===== config.mk =====
export PLATFORM = sky130hd
export DESIGN_NAME = seg_display_decoder
export DESIGN_NICKNAME = d
export VERILOG_FILES = /design/src/rtl/seg_decode_pkg.sv /design/src/rtl/seg7_to_bcd.sv /design/src/rtl/seg_display_decoder.sv
export SDC_FILE = /design/constraint.sdc
export NUM_CORES = 1
export LEC_CHECK = 0
export BUFFER_PORTS_ARGS = -buffer_cell sky130_fd_sc_hd__buf_2
export CORE_MARGIN = 4
export CORE_UTILIZATION = 35
export DETAILED_ROUTE_END_ITERATION = 6
export PLACE_DENSITY_LB_ADDON = 0.15
export REMOVE_ABC_BUFFERS = 1
export SLEW_MARGIN = 20
export SYNTH_ARGS = -nofsm -noshare
export SYNTH_HDL_FRONTEND = slang
export SYNTH_SLANG_ARGS = --single-unit

===== constraint.sdc =====
create_clock -name i_Clock -period 6.7 [get_ports i_Clock]
set_clock_uncertainty 0.15 [all_clocks]
set_input_delay 0.67 -clock i_Clock [delete_from_list [all_inputs] [get_ports i_Clock]]
set_output_delay 0.67 -clock i_Clock [all_outputs]
set_load 0.02 [all_outputs]

===== src/rtl/seg_decode_pkg.sv =====
// ---------------------------------------------------------------------------
// seg_decode_pkg
// Shared constants for reverse-decoding the multiplexed 7-segment bus:
//   - gfedcba patterns for the ten decimal digits (active-high segments)
//   - BLANK / INVALID digit codes
//   - digit slot indices matching the bit order of the digit-select bus
//   - state encoding for the slot-sampling FSM
// ---------------------------------------------------------------------------
package seg_decode_pkg;

    localparam logic [6:0] SEG_0     = 7'h3F;
    localparam logic [6:0] SEG_1     = 7'h06;
    localparam logic [6:0] SEG_2     = 7'h5B;
    localparam logic [6:0] SEG_3     = 7'h4F;
    localparam logic [6:0] SEG_4     = 7'h66;
    localparam logic [6:0] SEG_5     = 7'h6D;
    localparam logic [6:0] SEG_6     = 7'h7D;
    localparam logic [6:0] SEG_7     = 7'h07;
    localparam logic [6:0] SEG_8     = 7'h7F;
    localparam logic [6:0] SEG_9     = 7'h6F;
    localparam logic [6:0] SEG_BLANK = 7'h00;

    localparam logic [3:0] CODE_BLANK   = 4'hF;
    localparam logic [3:0] CODE_INVALID = 4'hE;

    localparam int HOUR_TENS  = 3;
    localparam int HOUR_UNITS = 2;
    localparam int MIN_TENS   = 1;
    localparam int MIN_UNITS  = 0;

    typedef enum logic [1:0] {
        IDLE,
        SETTLE,
        HELD
    } state_t;

endpackage


===== src/rtl/seg7_to_bcd.sv =====
// ---------------------------------------------------------------------------
// seg7_to_bcd
// Combinational decode of one 7-segment pattern back into a digit code.
// Ports:
//   i_Pattern  in  7  segment pattern, gfedcba, active-high
//   o_Code     out 4  0..9 for a legal digit, BLANK for all-off, else INVALID
// ---------------------------------------------------------------------------
module seg7_to_bcd
    import seg_decode_pkg::*;
(
    input  logic [6:0] i_Pattern,
    output logic [3:0] o_Code
);

    always_comb begin
        case (i_Pattern)
            SEG_0:     o_Code = 4'd0;
            SEG_1:     o_Code = 4'd1;
            SEG_2:     o_Code = 4'd2;
            SEG_3:     o_Code = 4'd3;
            SEG_4:     o_Code = 4'd4;
            SEG_5:     o_Code = 4'd5;
            SEG_6:     o_Code = 4'd6;
            SEG_7:     o_Code = 4'd7;
            SEG_8:     o_Code = 4'd8;
            SEG_9:     o_Code = 4'd9;
            SEG_BLANK: o_Code = CODE_BLANK;
            default:   o_Code = CODE_INVALID;
        endcase
    end

endmodule


===== src/rtl/seg_display_decoder.sv =====
// ---------------------------------------------------------------------------
// seg_display_decoder
// Passive monitor of a multiplexed 7-segment bus. Each digit slot is sampled
// once its select has been steady for SETTLE_CYCLES, four captures form a
// frame, and a frame is published once it has repeated STABLE_FRAMES times.
// Ports:
//   i_Clock         in  1  system clock
//   i_Reset         in  1  synchronous active-high reset
//   i_Segments      in  8  bit7 dot, bits6:0 gfedcba, active-high
//   i_Digits        in  4  one-hot slot select ([3] hour tens .. [0] min units)
//   o_Hour_Tens     out 4  published digit codes
//   o_Hour_Units    out 4
//   o_Min_Tens      out 4
//   o_Min_Units     out 4
//   o_Dots          out 4  published dot flags, same slot order as i_Digits
//   o_Frame_Strobe  out 1  one-cycle pulse on each publish
//   o_Valid         out 1  published outputs are current
//   o_Error         out 1  sticky: illegal pattern captured or multi-hot select
// ---------------------------------------------------------------------------
module seg_display_decoder
    import seg_decode_pkg::*;
#(
    parameter int NUM_DIGITS     = 4,
    parameter int SETTLE_CYCLES  = 4,
    parameter int STABLE_FRAMES  = 2,
    parameter int TIMEOUT_CYCLES = 4096
) (
    input  logic       i_Clock,
    input  logic       i_Reset,
    input  logic [7:0] i_Segments,
    input  logic [3:0] i_Digits,
    output logic [3:0] o_Hour_Tens,
    output logic [3:0] o_Hour_Units,
    output logic [3:0] o_Min_Tens,
    output logic [3:0] o_Min_Units,
    output logic [3:0] o_Dots,
    output logic       o_Frame_Strobe,
    output logic       o_Valid,
    output logic       o_Error
);

    localparam int                TO_W        = $clog2(TIMEOUT_CYCLES + 1);
    localparam int                FRAME_W     = NUM_DIGITS * 5;
    localparam logic [7:0]        SETTLE_LAST = 8'(SETTLE_CYCLES - 1);
    localparam logic [3:0]        STABLE_MAX  = 4'(STABLE_FRAMES);
    localparam logic [TO_W-1:0]   TO_LAST     = TO_W'(TIMEOUT_CYCLES - 1);
    localparam logic [TO_W-1:0]   TO_MAX      = TO_W'(TIMEOUT_CYCLES);

    logic [7:0]                   r_seg;
    logic [3:0]                   r_dig;
    state_t                       r_state;
    logic [3:0]                   r_sel;
    logic [7:0]                   r_settleCnt;
    logic [NUM_DIGITS-1:0][3:0]   r_slotCode;
    logic [NUM_DIGITS-1:0]        r_slotDot;
    logic [NUM_DIGITS-1:0]        r_mask;
    logic [FRAME_W-1:0]           r_cand;
    logic [3:0]                   r_stable;
    logic [TO_W-1:0]              r_timeoutCnt;
    logic [NUM_DIGITS-1:0][3:0]   r_pubCode;
    logic [NUM_DIGITS-1:0]        r_pubDots;
    logic                         r_strobe;
    logic                         r_valid;
    logic                         r_error;

    logic [3:0]                   w_code;
    logic                         w_selNone;
    logic                         w_selOneHot;
    logic                         w_selMulti;
    logic [1:0]                   w_selIdx;
    logic                         w_newSel;
    state_t                       w_stateNext;
    logic [3:0]                   w_selNext;
    logic [7:0]                   w_settleNext;
    logic                         w_capture;
    logic                         w_errorSet;
    logic [NUM_DIGITS-1:0]        w_capBit;
    logic [NUM_DIGITS-1:0]        w_maskNext;
    logic                         w_frameDone;
    logic [FRAME_W-1:0]           w_frame;
    logic [3:0]                   w_stableNext;
    logic                         w_publish;
    logic                         w_timeout;

    // Bus inputs are registered once before any decoding.
    always_ff @(posedge i_Clock) begin
        if (i_Reset) begin
            r_seg <= '0;
            r_dig <= '0;
        end else begin
            r_seg <= i_Segments;
            r_dig <= i_Digits;
        end
    end

    seg7_to_bcd u_decode (
        .i_Pattern (r_seg[6:0]),
        .o_Code    (w_code)
    );

    always_comb begin
        w_selNone   = (r_dig == 4'b0000);
        w_selOneHot = $onehot(r_dig);
        w_selMulti  = !w_selNone && !w_selOneHot;
        case (r_dig)
            4'b0010: w_selIdx = 2'd1;
            4'b0100: w_selIdx = 2'd2;
            4'b1000: w_selIdx = 2'd3;
            default: w_selIdx = 2'd0;
        endcase
    end

    // A select counts as new when coming out of IDLE or when it moved to a
    // different slot; either way the settle window starts over.
    assign w_newSel = w_selOneHot && ((r_state == IDLE) || (r_dig != r_sel));

    always_ff @(posedge i_Clock) begin
        if (i_Reset) begin
            r_state     <= IDLE;
            r_sel       <= '0;
            r_settleCnt <= '0;
        end else begin
            r_state     <= w_stateNext;
            r_sel       <= w_selNext;
            r_settleCnt <= w_settleNext;
        end
    end

    // The entry cycle counts as settle cycle 1, so the capture fires in the
    // SETTLE_CYCLES-th consecutive cycle of the same select.
    always_comb begin
        w_stateNext  = r_state;
        w_selNext    = r_sel;
        w_settleNext = r_settleCnt;
        if (w_selMulti || w_selNone) begin
            w_stateNext  = IDLE;
            w_settleNext = '0;
        end else if (w_newSel) begin
            w_selNext    = r_dig;
            w_settleNext = 8'd1;
            w_stateNext  = (SETTLE_CYCLES == 1) ? HELD : SETTLE;
        end else if (r_state == SETTLE) begin
            if (r_settleCnt == SETTLE_LAST) begin
                w_stateNext = HELD;
            end else begin
                w_settleNext = r_settleCnt + 8'd1;
            end
        end
    end

    always_comb begin
        w_capture = 1'b0;
        if (w_newSel) begin
            w_capture = (SETTLE_CYCLES == 1);
        end else if ((r_state == SETTLE) && w_selOneHot && (r_settleCnt == SETTLE_LAST)) begin
            w_capture = 1'b1;
        end
        w_errorSet = w_selMulti || (w_capture && (w_code == CODE_INVALID));
    end

    // A full mask is consumed in the cycle after it fills; a capture landing
    // in that same cycle already starts the next frame.
    always_comb begin
        w_capBit = '0;
        if (w_capture) begin
            w_capBit[w_selIdx] = 1'b1;
        end
        w_frameDone = &r_mask;
        w_maskNext  = (w_frameDone ? '0 : r_mask) | w_capBit;
        w_frame     = {r_slotCode, r_slotDot};
        if (w_frame == r_cand) begin
            w_stableNext = (r_stable >= STABLE_MAX) ? STABLE_MAX : r_stable + 4'd1;
        end else begin
            w_stableNext = 4'd1;
        end
        w_publish = w_frameDone && (w_stableNext == STABLE_MAX)
                    && ((w_frame != {r_pubCode, r_pubDots}) || !r_valid);
        w_timeout = !w_capture && (r_timeoutCnt == TO_LAST);
    end

    // Capture slots, frame assembly, stability tracking and publishing.
    // A timeout invalidates the outputs but leaves the digit codes in place.
    always_ff @(posedge i_Clock) begin
        if (i_Reset) begin
            r_slotCode   <= {NUM_DIGITS{CODE_BLANK}};
            r_slotDot    <= '0;
            r_mask       <= '0;
            r_cand       <= '0;
            r_stable     <= '0;
            r_timeoutCnt <= '0;
            r_pubCode    <= {NUM_DIGITS{CODE_BLANK}};
            r_pubDots    <= '0;
            r_strobe     <= 1'b0;
            r_valid      <= 1'b0;
            r_error      <= 1'b0;
        end else begin
            r_strobe <= w_publish && !w_timeout;

            if (w_capture) begin
                r_slotCode[w_selIdx] <= w_code;
                r_slotDot[w_selIdx]  <= r_seg[7];
                r_timeoutCnt         <= '0;
            end else if (r_timeoutCnt != TO_MAX) begin
                r_timeoutCnt <= r_timeoutCnt + 1'b1;
            end

            if (w_timeout || w_selMulti) begin
                r_mask <= '0;
            end else begin
                r_mask <= w_maskNext;
            end

            if (w_timeout) begin
                r_stable <= '0;
                r_valid  <= 1'b0;
            end else if (w_frameDone) begin
                r_cand   <= w_frame;
                r_stable <= w_stableNext;
                if (w_publish) begin
                    r_pubCode <= r_slotCode;
                    r_pubDots <= r_slotDot;
                    r_valid   <= 1'b1;
                end
            end

            if (w_errorSet) begin
                r_error <= 1'b1;
            end
        end
    end

    assign o_Hour_Tens    = r_pubCode[HOUR_TENS];
    assign o_Hour_Units   = r_pubCode[HOUR_UNITS];
    assign o_Min_Tens     = r_pubCode[MIN_TENS];
    assign o_Min_Units    = r_pubCode[MIN_UNITS];
    assign o_Dots         = r_pubDots;
    assign o_Frame_Strobe = r_strobe;
    assign o_Valid        = r_valid;
    assign o_Error        = r_error;

endmodule

==> flow_summary.json, run 1 <==
{
  "pwr-share-clk_pct": 40.5,
  "grt_pass1_wl_mm": 19.9,
  "vias": 4154,
  "critical_path.slowest_cell": "or3_1",
  "diodes": 0,
  "crit_path_end_kind": "flop",
  "drtPass1Iterations": 4,
  "chipHeight_um": 129,
  "syn_inst": 592,
  "internal_power_uw": 941,
  "fmax_mhz": 246,
  "powerDensity_mw_per_mm2": 218,
  "combPwrFrac_pct": 5.6,
  "clockRootBuffer": "clkbuf_16",
  "synthArstFlopShare_pct": 0,
  "switching_share_pct": 24.6,
  "syn_area_sq_mm": 0.00512,
  "drive_gt1_share_pct": 11.2,
  "hold_viol_final": 0,
  "pwr-share-seq_pct": 53.9,
  "synth_edf_count": 0,
  "routabilityCongestion": 0.827,
  "fillers": 1422,
  "yosysTopAreaCellShare_pct": 43.0,
  "relSlewSlack_pct": 42.7,
  "drt_iter0_drc": 283,
  "clkLatencyLatePin_ps": 360,
  "start_util_pct": 36.3,
  "worstSetupPathType": "reg -> reg",
  "cts_max_path_buffers": 2,
  "final.setup.tns_ps": 0,
  "die_x_um": 129,
  "grt_max_degree": 62,
  "port_buffers": 36,
  "clk_pin_slew_ps": 70,
  "syn_to_final_growth_pct": 11.7,
  "ys_top_cells_by_area": "dfxtp_1, xnor2_1, nand2_1",
  "arrival_ps": 4160,
  "crit_required_ps": 6810,
  "min_period_ps": 4060,
  "htreeDepth": 3,
  "crit_path_max_incr_delay_ps": 560,
  "io_pins": 37,
  "min_path_type": "reg -> reg",
  "power_mw": 1.25,
  "core_sq_mm": 0.0141,
  "max-cap-violations": 0,
  "yosysWarnings": 0,
  "rows": 43,
  "fin_nets": 643,
  "grt_pass1_vias": 3941,
  "cts_tree": "yes",
  "p_leak_nw": 2.05,
  "yosysSeqAreaShare_pct": 43.0,
  "vias_per_cell": 5.17,
  "track_usage_pct": 15.2,
  "cts-resized-gates": 0,
  "hold_ws_ps": 304,
  "dp_hpwl_mm": 8.87,
  "ant_nets": 0,
  "tightest_slew_ps": 854,
  "synth_area_leader_cell": "dfxtp_1",
  "ir_drop_mv": 0.132,
  "drv_slew": 0,
  "drt-total-wl_mm": 12.2,
  "die_area_sq_mm": 0.0166,
  "wire_per_inst_um": 15.2,
  "synthFlopType": "dfxtp_1",
  "setup_slack_ps": 2640,
  "holdBufCountCts": 0,
  "synth_cell_types": 59,
  "overflow": 0,
  "path_max_fanout": 17,
  "crit_chain": "inv_1 -> fa_1 -> inv_1 -> ha_1 -> ha_1 -> or3b_2 -> nor4_4 -> and3_1 -> or3_1 -> nand2_1 -> a221oi_1",
  "avgSynthCellArea_sq_um": 8.65,
  "preCtsSetupSlack_ps": 2680,
  "antenna_found_initial": 0,
  "ys_seq_elements": 110,
  "clock_sinks": 110,
  "setup_violations": 0,
  "post_cts_buffers": 0,
  "timing.final.crit_share_pct": 60.6,
  "drc_errors": 0,
  "numCtsBuffers": 9,
  "seqCellArea_sq_mm": 0.00220,
  "startpoint_type": "flop",
  "multi_input_area_sq_mm": 0.00277,
  "rsz0062_at_grt": "false",
  "outcome": "finished clean",
  "p_switching_uw": 306
}
[through the flow]
step | utilization, % | instances | area, sq um
2_1_floorplan | - | 569 | 5020
3_3_place_gp | 38.6 | 788 | 5450
3_5_place_dp | 38.6 | 788 | 5450
4_1_cts | 40.6 | 804 | 5720
5_1_grt | 40.6 | 804 | 5720
6_report | 40.6 | 804 | 5720
[cells by family after synthesis]
logic type	share of synthesized area, %
compound gates	10.0
xor+xnor	10.4
fa+ha+maj	2.59
buf+inv	3.03
flops	43.0
mux	4.52
simple gates	26.4
[path summary, 6_finish.rpt]
kind                                                from                       end  slack (ps)  cells after the start
worst max-delay path                 r_dig[3]$_SDFF_PP0_  r_stable[0]$_SDFFE_PP0P_        2640                     11
worst min register to register  r_stable[2]$_SDFFE_PP0P_  r_stable[2]$_SDFFE_PP0P_         300                      2
worst max register to register       r_dig[3]$_SDFF_PP0_  r_stable[0]$_SDFFE_PP0P_        2640                     11
worst min-delay path            r_stable[2]$_SDFFE_PP0P_  r_stable[2]$_SDFFE_PP0P_         300                      2
[layer usage]
layer / wire (um) / part of all wire [%] / global-route usage, % / vias up
met3: 568 / 4.7 / 3.49 / 15
met2: 5510 / 45 / 23.6 / 73
met4: 218 / 1.8 / 5.13 / 0
li1: - / - / - / 2112
met1: 5890 / 48 / 20.8 / 1954
met5: 0 / 0 / 0 / -
[registers in the layout (all words and copies together) (netlist names), 8 cells and up]
signal / flops
r_settleCnt: 8
r_seg: 8
r_cand: 20
r_timeoutCnt: 13
r_slotCode: 16
[synthesized netlist by cell type (3+ instances only)]
| cell | count |
|---|---|
| a21oi_1 | 42 |
| a31oi_1 | 3 |
| and2_1 | 5 |
| and3_1 | 6 |
| buf_2 | 4 |
| buf_4 | 3 |
| clkbuf_1 | 16 |
| dfxtp_1 | 110 |
| ha_1 | 9 |
| inv_1 | 13 |
| mux2i_1 | 22 |
| nand2_1 | 75 |
| nand2b_1 | 4 |
| nand3_1 | 42 |
| nand4_1 | 14 |
| nor2_1 | 54 |
| nor2b_1 | 14 |
| nor3_1 | 13 |
| nor3b_1 | 3 |
| nor4_1 | 6 |
| nor4b_1 | 3 |
| o21ai_0 | 24 |
| or2_2 | 3 |
| or3_1 | 4 |
| or4_1 | 3 |
| xnor2_1 | 45 |
| xor2_1 | 16 |
[power by group through the flow]
stage	Combinational, mW	Sequential (mW)	Clock, mW
after floorplan	0.0463	0.687	0
after global placement	0.0694	0.688	0
after detailed placement	0.0698	0.688	0
after CTS	0.0699	0.673	0.526
after global routing	0.0787	0.674	0.548
final	0.0695	0.673	0.505
[cell type report]
type / count / area share [%]
clock buffer: 9 / 3.94
clock inverter: 7 / 0.875
inverter: 14 / 0.918
multi-input combinational: 445 / 48.3
sequential: 110 / 38.5
tap: 180 / 3.94
timing repair buffer: 39 / 3.54
[critical path, delay by kind of cell (launching register included)]
kind,cells,cell delay (ps)
and+or+nand+nor,5,2030
adders and majority gates,3,940
DFF,1,420
AOI/OAI and AO/OA,1,250
buffers and inverters,2,160
[layout by cell type, fill, tap and decap left out, types with 16 or more instances in the layout]
master	instances
xnor2_1	45
xor2_1	16
dfxtp_1	110
a21oi_1	42
nor2_1	54
nand2_1	75
nand3_1	42
mux2i_1	22
buf_2	36
o21ai_0	24
No activity file was read; power rests on OpenSTA's default activity.
==> run 2: changes to the inputs <==
- clock period: 6.7 -> 3.4 ns (I/O delays scaled with it)
==> run 2 against run 1 <==
Against the previous run: via count up 5.5%; fmax up 23%; total power up 100%; setup slack worse by 2500 ps; non-clock buffer count up 31; register-to-register slack worse by 2500 ps; design area up 5.2%.
==> flow_summary.json, run 2 (synthesis gave the netlist of run 1 again) <==
{
  "htreeDepth": 3,
  "outcome": "finished clean",
  "fin_nets": 674,
  "r2r_cells": 11,
  "place_area_sq_mm": 0.00570,
  "hold_depth": 2,
  "tightest_slew_ps": 966,
  "drc_errors": 0,
  "clk_pin_slew_ps": 70,
  "drv_slew": 0,
  "min_period_ps": 3290,
  "preCtsSetupSlack_ps": -148,
  "rr_endpoint": "o_Error$_SDFFE_PP0P_",
  "drive_gt1_share_pct": 16.2,
  "holdPathEnd": "r_seg[1]$_SDFF_PP0_",
  "drtPass1Iterations": 5,
  "fmax_mhz": 304,
  "overflow": 0,
  "numCtsBuffers": 9,
  "drt_iter0_drc": 353,
  "rows": 43,
  "track_usage_pct": 16.4,
  "p_leak_nw": 2.22,
  "crit_path_end_kind": "flop",
  "ir_drop_mv": 0.328,
  "post-route-util_pct": 42.7,
  "final.setup.tns_ps": 0,
  "timing.final.crit_share_pct": 96.8,
  "crit_required_ps": 3530,
  "cts_tree": "yes",
  "setup_violations": 0,
  "arrival_ps": 3430,
  "start_util_pct": 36.3,
  "grt_pass1_vias": 4343,
  "max-cap-violations": 0,
  "vias": 4382,
  "dp_hpwl_mm": 9.71,
  "grt_pass1_wl_mm": 21.8,
  "worstSetupPathType": "reg -> reg",
  "relSlewSlack_pct": 35.2,
  "min_path_type": "in -> reg",
  "powerDensity_mw_per_mm2": 416,
  "ant_nets": 0,
  "rsz0062_at_grt": "true",
  "cts_max_path_buffers": 2,
  "hold_viol_final": 0,
  "top_register": "r_cand",
  "final_cell_mix": "dfxtp_1, nand2_1, nor2_1",
  "timing.rr.start": "r_dig[0]$_SDFF_PP0_",
  "vias_per_cell": 5.25,
  "syn_to_final_growth_pct": 17.5,
  "setup_slack_ps": 108,
  "fin_area_sq_mm": 0.00602,
  "holdBufCountCts": 0,
  "drt-total-wl_mm": 12.9,
  "path_max_fanout": 6,
  "diodes": 0,
  "clkLatencyLatePin_ps": 360,
  "die_x_um": 129,
  "largest_reg_flops": 20,
  "port_buffers": 36,
  "grt_max_degree": 42,
  "die_area_sq_mm": 0.0166,
  "reg2reg_slack_ps": 110,
  "chipHeight_um": 129,
  "startpoint_type": "flop",
  "io_pins": 37,
  "clockRootBuffer": "clkbuf_16",
  "worstHoldStart": "i_Segments[1]",
  "antenna_found_initial": 0,
  "clock_sinks": 110,
  "wire_per_inst_um": 15.5,
  "final_common_cell": "dfxtp_1",
  "reg_top3": "r_cand (20), r_slotCode (16), r_timeoutCnt (13)",
  "routabilityCongestion": 0.834,
  "core_sq_mm": 0.0141
}
==> run 2: worst max-delay path by stage <==
stage	from	to	slack, ps	depth (start not counted)
6_report	r_dig[0]$_SDFF_PP0_	o_Error$_SDFFE_PP0P_	110	11
5_1_grt	r_dig[0]$_SDFF_PP0_	r_slotCode[6]$_SDFFE_PP1P_	-60	13
4_1_cts	r_dig[0]$_SDFF_PP0_	r_slotCode[6]$_SDFFE_PP1P_	20	13
3_5_place_dp	r_dig[0]$_SDFF_PP0_	r_cand[13]$_SDFFE_PP0P_	-150	11
3_3_place_gp	r_dig[0]$_SDFF_PP0_	r_cand[3]$_SDFFE_PP0P_	-100	11
2_1_floorplan	r_dig[3]$_SDFF_PP0_	r_cand[0]$_SDFFE_PP0P_	-430	11
==> run 2: through the flow <==
| step | power [mW] | std cells | hold WS, ps |
|---|---|---|---|
| 2_1_floorplan | 1.44 | 569 | 259 |
| 3_3_place_gp | 1.52 | 818 | 293 |
| 3_5_place_dp | 1.52 | 818 | 298 |
| 4_1_cts | 2.54 | 835 | 29.2 |
| 5_1_grt | 2.61 | 835 | 37.1 |
| 6_report | 2.50 | 835 | 38.3 |
==> run 2: final cells by class <==
type | instances | area [sq um]
Tap cell | 180 | 225
Inverter | 14 | 52.6
Timing Repair Buffer | 70 | 468
Clock inverter | 7 | 57.6
Sequential cell | 110 | 2200
Fill cell | 1419 | 8080
Clock buffer | 9 | 225
Multi-Input combinational cell | 445 | 2790
==> run 2: critical path, stage by stage, from the launching register on <==
cell and delay (ps):
dfxtp_2 330, inv_2 40, fa_1 530, inv_1 40
ha_2 170, ha_4 210, or3b_4 390, nor4_4 330
buf_4 170, nand3_4 130, or4b_1 560, a21oi_1 160
==> run 2: what timing repair did <==
item / in CTS / in global routing
gates resized for setup: 3 / 6
buffers inserted: 1 / 0
pin swaps: 2 / 7
setup endpoints to repair: 51 / 62
==> run 2: where the power goes <==
| group | internal (mW) | leakage (nW) | switching, mW |
|---|---|---|---|
| logic | 0.0726 | 1.19 | 0.0966 |
| registers | 1.30 | 0.892 | 0.0188 |
| clock network | 0.506 | 0.134 | 0.505 |
| total | 1.88 | 2.22 | 0.620 |
==> run 2: routing by layer <==
metal | track usage [%] | share of wire (%) | vias up
li1 | - | - | 2176
met4 | 4.94 | 2.6 | 0
met3 | 4.52 | 4.0 | 21
met1 | 21.2 | 47 | 2090
met2 | 27.0 | 46 | 95
met5 | 0 | 0 | -
